### src/rtl/fnd_pkg.sv
// Shared constants for the FND scan controller: active-low 7-segment font
// ({dp,g,f,e,d,c,b,a}), the all-dark pattern and the decimal-point mask.
package fnd_pkg;

  localparam logic [7:0] FND_FONT [16] = '{
    8'hc0, 8'hf9, 8'ha4, 8'hb0, 8'h99, 8'h92, 8'h82, 8'hf8,
    8'h80, 8'h90, 8'h88, 8'h83, 8'hc6, 8'ha1, 8'h86, 8'h8e
  };

  localparam logic [7:0] FND_OFF     = 8'hff;
  localparam logic [7:0] FND_DP_MASK = 8'h7f;

endpackage

### src/rtl/fnd_font.sv
// Combinational hex nibble to active-low 7-segment font lookup.
module fnd_font
  import fnd_pkg::*;
(
  input  logic [3:0] nibble,
  output logic [7:0] font
);

  assign font = FND_FONT[nibble];

endmodule

### src/rtl/fnd_scan_controller.sv
// Time-multiplexed common-anode 7-segment driver.
// Inputs are latched into shadow registers once per frame; every slot starts
// with DEAD dark cycles to suppress ghosting. All outputs are registered.
// Optional macro FND_LZB_EN enables leading-zero blanking.
module fnd_scan_controller
  import fnd_pkg::*;
#(
  parameter int DIGITS   = 4,
  parameter int SCAN_DIV = 100000,
  parameter int DEAD     = 16
) (
  input  logic                  i_clk,
  input  logic                  i_reset_n,
  input  logic                  i_enable,
  input  logic [4*DIGITS-1:0]   i_value,
  input  logic [DIGITS-1:0]     i_dp,
  input  logic [DIGITS-1:0]     i_blank,
  output logic [DIGITS-1:0]     o_fndCom,
  output logic [7:0]            o_fndFont,
  output logic                  o_frame
);

  localparam int CW = $clog2(SCAN_DIV);
  localparam int DW = (DIGITS > 1) ? $clog2(DIGITS) : 1;

  logic [CW-1:0]            cnt;
  logic [DW-1:0]            dig;
  logic [DIGITS-1:0][3:0]   shValue;
  logic [DIGITS-1:0]        shDp;
  logic [DIGITS-1:0]        shBlank;
  logic [DIGITS-1:0]        lzb;
  logic [DIGITS-1:0]        comSel;
  logic                     frameStart;
  logic                     cntWrap;
  logic                     inDead;
  logic [3:0]               curNib;
  logic                     curDp;
  logic                     curBlank;
  logic                     curLit;
  logic [7:0]               fontRaw;
  logic [7:0]               segNext;

  assign frameStart = (cnt == '0) && (dig == '0);
  assign cntWrap    = (cnt == CW'(SCAN_DIV - 1));
  assign inDead     = (cnt < CW'(DEAD));

  // Slot counter and digit index; dig steps once per slot wrap.
  always_ff @(posedge i_clk or negedge i_reset_n) begin
    if (!i_reset_n) begin
      cnt <= '0;
      dig <= '0;
    end else if (cntWrap) begin
      cnt <= '0;
      dig <= (dig == DW'(DIGITS - 1)) ? '0 : dig + 1'b1;
    end else begin
      cnt <= cnt + 1'b1;
    end
  end

  // Shadow registers load only at frame start so a frame is never torn.
  always_ff @(posedge i_clk or negedge i_reset_n) begin
    if (!i_reset_n) begin
      shValue <= '0;
      shDp    <= '0;
      shBlank <= '0;
    end else if (frameStart) begin
      shValue <= i_value;
      shDp    <= i_dp;
      shBlank <= i_blank;
    end
  end

`ifdef FND_LZB_EN
  logic lzRun;
  // Leading-zero blanking: scan down from the top digit while nibbles are zero;
  // digit 0 is always shown.
  always_comb begin
    lzb   = '0;
    lzRun = 1'b1;
    for (int k = DIGITS - 1; k >= 1; k--) begin
      lzRun  = lzRun && (shValue[k] == 4'h0);
      lzb[k] = lzRun;
    end
  end
`else
  assign lzb = '0;
`endif

  // Select the shadow data for the current digit.
  always_comb begin
    curNib   = shValue[dig];
    curDp    = shDp[dig];
    curBlank = shBlank[dig] | lzb[dig];
    comSel   = '1;
    comSel[dig] = 1'b0;
  end

  fnd_font uFont (
    .nibble (curNib),
    .font   (fontRaw)
  );

  // Apply blank and decimal point; an entirely dark digit keeps its common off.
  always_comb begin
    segNext = curBlank ? FND_OFF : fontRaw;
    if (curDp) segNext = segNext & FND_DP_MASK;
    curLit  = !curBlank || curDp;
  end

  // Registered pin drivers: dark during dead-time, disable or unlit digit.
  always_ff @(posedge i_clk or negedge i_reset_n) begin
    if (!i_reset_n) begin
      o_fndCom  <= '1;
      o_fndFont <= FND_OFF;
      o_frame   <= 1'b0;
    end else begin
      o_frame <= frameStart;
      if (i_enable && !inDead && curLit) begin
        o_fndCom  <= comSel;
        o_fndFont <= segNext;
      end else begin
        o_fndCom  <= '1;
        o_fndFont <= FND_OFF;
      end
    end
  end

endmodule
### config.mk
export PLATFORM = sky130hd
export DESIGN_NAME = fnd_scan_controller
export DESIGN_NICKNAME = d
export VERILOG_FILES = /design/src/rtl/fnd_pkg.sv /design/src/rtl/fnd_font.sv /design/src/rtl/fnd_scan_controller.sv
export SDC_FILE = /design/constraint.sdc
export NUM_CORES = 1
export LEC_CHECK = 0
export ABC_AREA = 1
export BUFFER_PORTS_ARGS = -buffer_cell sky130_fd_sc_hd__buf_2
export CAP_MARGIN = 40
export CELL_PAD_IN_SITES_DETAIL_PLACEMENT = 1
export CELL_PAD_IN_SITES_GLOBAL_PLACEMENT = 2
export CORE_MARGIN = 10
export CORE_UTILIZATION = 33
export DETAILED_ROUTE_END_ITERATION = 7
export MAX_ROUTING_LAYER = met4
export PLACE_DENSITY = 0.76
export SLEW_MARGIN = 25
export SYNTH_ARGS = -nofsm -noshare
export SYNTH_HDL_FRONTEND = slang
export SYNTH_SLANG_ARGS = --single-unit
### constraint.sdc
create_clock -name i_clk -period 1.8 [get_ports i_clk]
set_input_delay 0.27 -clock i_clk [delete_from_list [all_inputs] [get_ports i_clk]]
set_output_delay 0.27 -clock i_clk [all_outputs]
set_load 0.01 [all_outputs]
## Word level (Yosys, flattened, before mapping)

Memories as Yosys holds them, arrays and structs flattened.
Cells that the tools add are included.

- Multiplexer cells: 18
- Equality and inequality tests: 2
- Magnitude comparators: 4
- Reductions and logical operators: 9
- Bitwise logic cells: 3
- Add/subtract/negate cells: 2

Operators by type and width:

| kind | count |
|---|---|
| 2-to-1 mux 8 bit | 5 |
| adder 17 x 1 -> 17 bit (second input constant) | 1 |
| == test 17 bit (second input constant) | 1 |
| logical NOT 17 bit | 1 |
| < comparator 17 x 5 -> 1 bit (second input constant) | 1 |
| 2-to-1 mux 17 bit | 1 |
| binary-select mux 4 bit (select 2 bit) | 1 |
| 2-to-1 mux 4 bit | 2 |
| binary-select mux 1 bit (select 2 bit) | 3 |
| greater-or-equal comparator 5 bit (second input constant) | 1 |
| inverter 4 -> 5 bit | 1 |
| logical AND 1 bit | 4 |
| 2-to-1 mux 1 bit | 4 |
| inverter 4 bit | 1 |
| < comparator 2 x 3 -> 1 bit (second input constant) | 1 |
| adder 2 x 1 -> 2 bit (second input constant) | 1 |
| demux 1 bit (select 2 bit) | 1 |
| == test 2 bit (second input constant) | 1 |
| greater-or-equal comparator 2 x 1 -> 1 bit (second input constant) | 1 |
| logical NOT 1 bit | 2 |
| logical NOT 2 bit | 1 |
| 2-to-1 mux 2 bit | 1 |
| logical OR 1 bit | 1 |
| bitwise OR 1 bit | 1 |

- Logic and storage cells: 50
- Register bits after elaboration: 56
- Memories kept: 1
- Bits in read-only memories: 128

Memory list:

| memory | depth | bits a word | rd ports | clocked after Yosys merged registers in | wr ports | RTL line | RTL |
|---|---|---|---|---|---|---|---|
| (no name shown) | 16 | 8 | 1 | 0 | 0 | fnd_font.sv:9 | `assign font = FND_FONT[nibble];` |

## Logic depth before layout (Yosys ltp)

- Depth after elaboration: 9
- Depth in mapped cells: 11
- Mapped depth without buffers: 10

## By module

A second synthesis with hierarchy kept.

- Cells, all modules: 407
- Area total of the unflattened synthesis: 3190.6 µm²

By module, submodules not included:

| module | cells each | area each (µm²) | times used | seq. area each (µm²) |
|---|---|---|---|---|
| fnd_scan_controller | 356 | 2905.3 | 1 | 1416.4 |
| fnd_font | 51 | 285.3 | 1 | 0.0 |

## Worst setup path after synthesis

Ideal clock, no wire load.

- Kind: register to register
- From: register dig[0]
- To: register shValue[7] in the netlist's numbering
- Cell stages (with the launch flop): 10
- Setup slack: 202 ps
- Required time: 1684 ps
- Library setup time: 116 ps
- Data arrival time: 1481 ps
- Clock period less this slack: 1598 ps
- Cells stage by stage: dfrtp_1 -> inv_2 -> buf_4 -> ha_1 -> nand2_1 -> nor3_1 -> nand3_2 -> buf_2 -> nand2_1 -> nand2_1

- Cells in the longest elaborated chain, start to end: 2

RTL lines:

| item | RTL line | RTL |
|---|---|---|
| from (decl) | fnd_scan_controller.sv:27 | `logic [DW-1:0] dig;` |
| from (signal assigned) | fnd_scan_controller.sv:54 | `dig <= (dig == DW'(DIGITS - 1)) ? '0 : dig + 1'b1;` |
| logical NOT 2 bit | fnd_scan_controller.sv:43 | `assign frameStart = (cnt == '0) && (dig == '0);` |
| logical AND 1 bit | fnd_scan_controller.sv:43 |  |
| to (signal assigned) | fnd_scan_controller.sv:67 | `shValue <= i_value;` |
| to (decl) | fnd_scan_controller.sv:28 | `logic [DIGITS-1:0][3:0] shValue;` |

Every way passes these cells.
A chain may end at the register's enable or synchronous reset.

## Worst setup path in the final report

- From: register dig[0]
- To: register o_fndFont[3]

- Cells in the longest elaborated chain, start to end: 9

RTL lines:

| item | RTL line | RTL |
|---|---|---|
| binary-select mux 4 bit (select 2 bit) | fnd_scan_controller.sv:91 | `curNib = shValue[dig];` |
| 2-to-1 mux 4 bit (not written as such) | fnd_scan_controller.sv:91 |  |
| inverter 4 -> 5 bit (not written as such) | fnd_font.sv:9 |  |
| memory (16 x 8 bit) | - |  |
| 2-to-1 mux 8 bit (not written as such) (2 in series) | fnd_font.sv:9 |  |
| 2-to-1 mux 8 bit | fnd_scan_controller.sv:105 | `segNext = curBlank ? FND_OFF : fontRaw;` |
| 2-to-1 mux 8 bit | fnd_scan_controller.sv:106 | `if (curDp) segNext = segNext & FND_DP_MASK;` |
| 2-to-1 mux 8 bit (*) | fnd_scan_controller.sv:118 | `if (i_enable && !inDead && curLit) begin` |
| to (signal assigned) | fnd_scan_controller.sv:120 | `o_fndFont <= segNext;` |
| to (decl) | fnd_scan_controller.sv:19 | `output logic [7:0] o_fndFont,` |

Mark *: on every way between the ends. The rest lies on a longest branch, timed or not. The select of a mux whose other input is x is not followed.

==> run metrics <==
outcome complete, no violations; area delta synth->final 15.3%; flop2flop setup slack 0.21 ns; multi-input logic area 0.00134 sq mm; storage element area 0.00142 sq mm; DR pass1 iterations 4; die area 0.0132 sq mm; Total Routing Usage GR 12.6%; GR met3 Demand/Resource 2.15%; post-route non-filler standard cell count 546; Worst-path clk slew 0.10 ns; yosys synthesis warning count 0; final hold vios 0; fmax 631 MHz; Sink Count 56; Num CTS Buffers 5; CP arrival 1.82 ns; diode count 0; Yosys cell types 20; RSZ-0062 raised after global routing no; Worst setup SP type flip-flop; RD Place Congestion 0.804; Tmin final 1.59 ns; Top Usage Layer GRT met2; Final Skew 0.00740 ns; max-slew violations 0; Post-DRT Antenna Nets 0; H-tree Lvls 2; pwr dens 656 mW/mm^2; Core Footprint 0.00872 sq mm; syn_nets 428; Design Area, Final 0.00341 sq mm; grt met1 use 15.5%; Seq/Total Area, Yosys 47.9%; global-route wire length before repair 13.4 mm; critical path endpoint category flip-flop; number of synthesized register bits 56; pin count of the biggest net entering global routing 26; max-cap violations 0; filler cell count 1094; Max VDD drop 0.324 mV; commonest non-fill, non-tap cell in the layout nand2_1; Pleak 0.00177 uW; vias after detailed routing 2505; Synth Instances 389; Critical Path RT 2.03 ns; CTS tree done; placed cell count 537; Mapped Area 0.00296 sq mm; Max transition margin 69.0%; worst-case clock buffer depth 2; DRC 0; Fin Hold WS 0.148 ns; PortBufs 39; total gr overflow 0; post-placement cell area 0.00330 sq mm; Routed Wire Length 7.52 mm; share of layout cells above drive strength 1 18.9%; drt initial violations 59; I/O pins 40; commonest cells after routing, fill and taps aside nand2_1 (159), dfrtp_1 (44), nor2_1 (42); vias in the first global route 2751; worst min path class input port to flip-flop; antenna violations before repair 0; starting density of the core 33.9%; Clock Latency Late Sink 0.31 ns; Nets 476; post-CTS setup buffer count 0; Slew @ Worst Pin 0.466 ns; Finish-stage setup viols 0; post-route setup TNS 0 ns; CP Max Fanout 9; # rows 34; Vias/cell 4.59; Tcrit/Tclk final 88.1%; Routed wire per std cell 13.8 um; die height 115 um; chip width 115 um; Avg Cell Area, Syn 7.60 sq um; GRT met2 Usage 21.0%; HPWL after detailed placement 5.95 mm; crit path kind flip-flop to flip-flop; Root Buffer Master clkbuf_8
flip-flops by register name, indices dropped and copies added (netlist names):
register	flops
shDp	4
o_fndCom	4
shValue	16
cnt	17
o_fndFont	8
o_frame	1
shBlank	4
dig	2
where the power goes:
| part | internal (uW) | leakage (uW) | switching [uW] |
|---|---|---|---|
| Sequential | 1300 | 0.000671 | 19.0 |
| Clock | 314 | 0.0000445 | 416 |
| Combinational | 71.8 | 0.00106 | 111 |
| Total | 1690 | 0.00177 | 546 |
final cells by class:
type	instances	area share, %
timing repair buffer	48	8.14
tap	108	3.96
inverter	40	4.44
sequential	56	41.5
multi-input combinational	286	39.2
clock buffer	7	2.53
clock inverter	1	0.220
synthesized netlist by cell type:
cell type,number,area share [%]
inv_1,35,4.4
inv_2,4,0.51
dfrtp_1,44,37
nor2_2,7,1.5
ha_1,12,5.1
o21bai_1,2,0.51
nand3_1,40,6.8
buf_2,2,0.34
xor2_1,8,2.4
nor3_1,3,0.51
nand3_2,2,0.68
nor2_1,42,5.3
nand4_1,3,0.63
o21ai_0,5,0.85
nand2_4,1,0.38
buf_4,2,0.51
clkinv_2,1,0.17
nand2_1,161,20
dfstp_2,12,11
buf_6,3,1.1
layer usage:
| metal | part of all wire (%) | vias up |
|---|---|---|
| li1 | - | 1285 |
| met1 | 47 | 1188 |
| met2 | 50 | 28 |
| met3 | 2.6 | 4 |
| met4 | 0.76 | 0 |
| met5 | 0 | - |
critical path: stages (launching register included):
cell and delay, ns:
dfrtp_1 0.40, buf_4 0.17, nand2_1 0.07, nand3_1 0.09
nand2_2 0.15, inv_1 0.10, ha_1 0.21, nand3_1 0.14
nand2_1 0.07, nand2_1 0.06, nand3_1 0.06
path summary, 6_finish.rpt:
path,start,to,depth (start not counted)
max,dig[0]$_DFFE_PN0N_,o_fndFont[3]$_DFF_PN1_,10
min,i_blank[3],shBlank[3]$_DFFE_PN0P_,3
max reg2reg,dig[0]$_DFFE_PN0N_,o_fndFont[3]$_DFF_PN1_,10
min reg2reg,cnt[0]$_DFF_PN0_,cnt[0]$_DFF_PN0_,1
max in group asynchronous,i_reset_n,cnt[3]$_DFF_PN0_,3
min in group asynchronous,i_reset_n,shDp[2]$_DFFE_PN0P_,2
timing repair:
item | 4_1_cts | 5_1_grt
endpoints found under the hold margin | 12 | 0
endpoints found under the setup margin | 0 | 5
resized for setup | 0 | 2
hold buffers | 1 | 0
logic make-up (layout without fill, tap and decap cells):
family | count (synthesis) | in the layout | share of synthesized area, %
AOI/OAI and AO/OA | 7 | 7 | 1.35
xor gates and xnor gates | 8 | 8 | 2.37
adders and majority gates | 12 | 12 | 5.08
buffers and inverters | 47 | 96 | 7.11
DFF | 56 | 56 | 47.9
and+or+nand+nor | 259 | 259 | 36.2
through the flow:
stage	total power (uW)	utilization, %	setup WS [ns]
2_1_floorplan	1430	-	0.202
3_3_place_gp	1530	37.9	0.116
3_5_place_dp	1540	37.9	0.108
4_1_cts	2290	39.1	0.0951
5_1_grt	2360	39.1	0.00393
6_report	2240	39.1	0.215
Power figures use the tool's default switching activity.
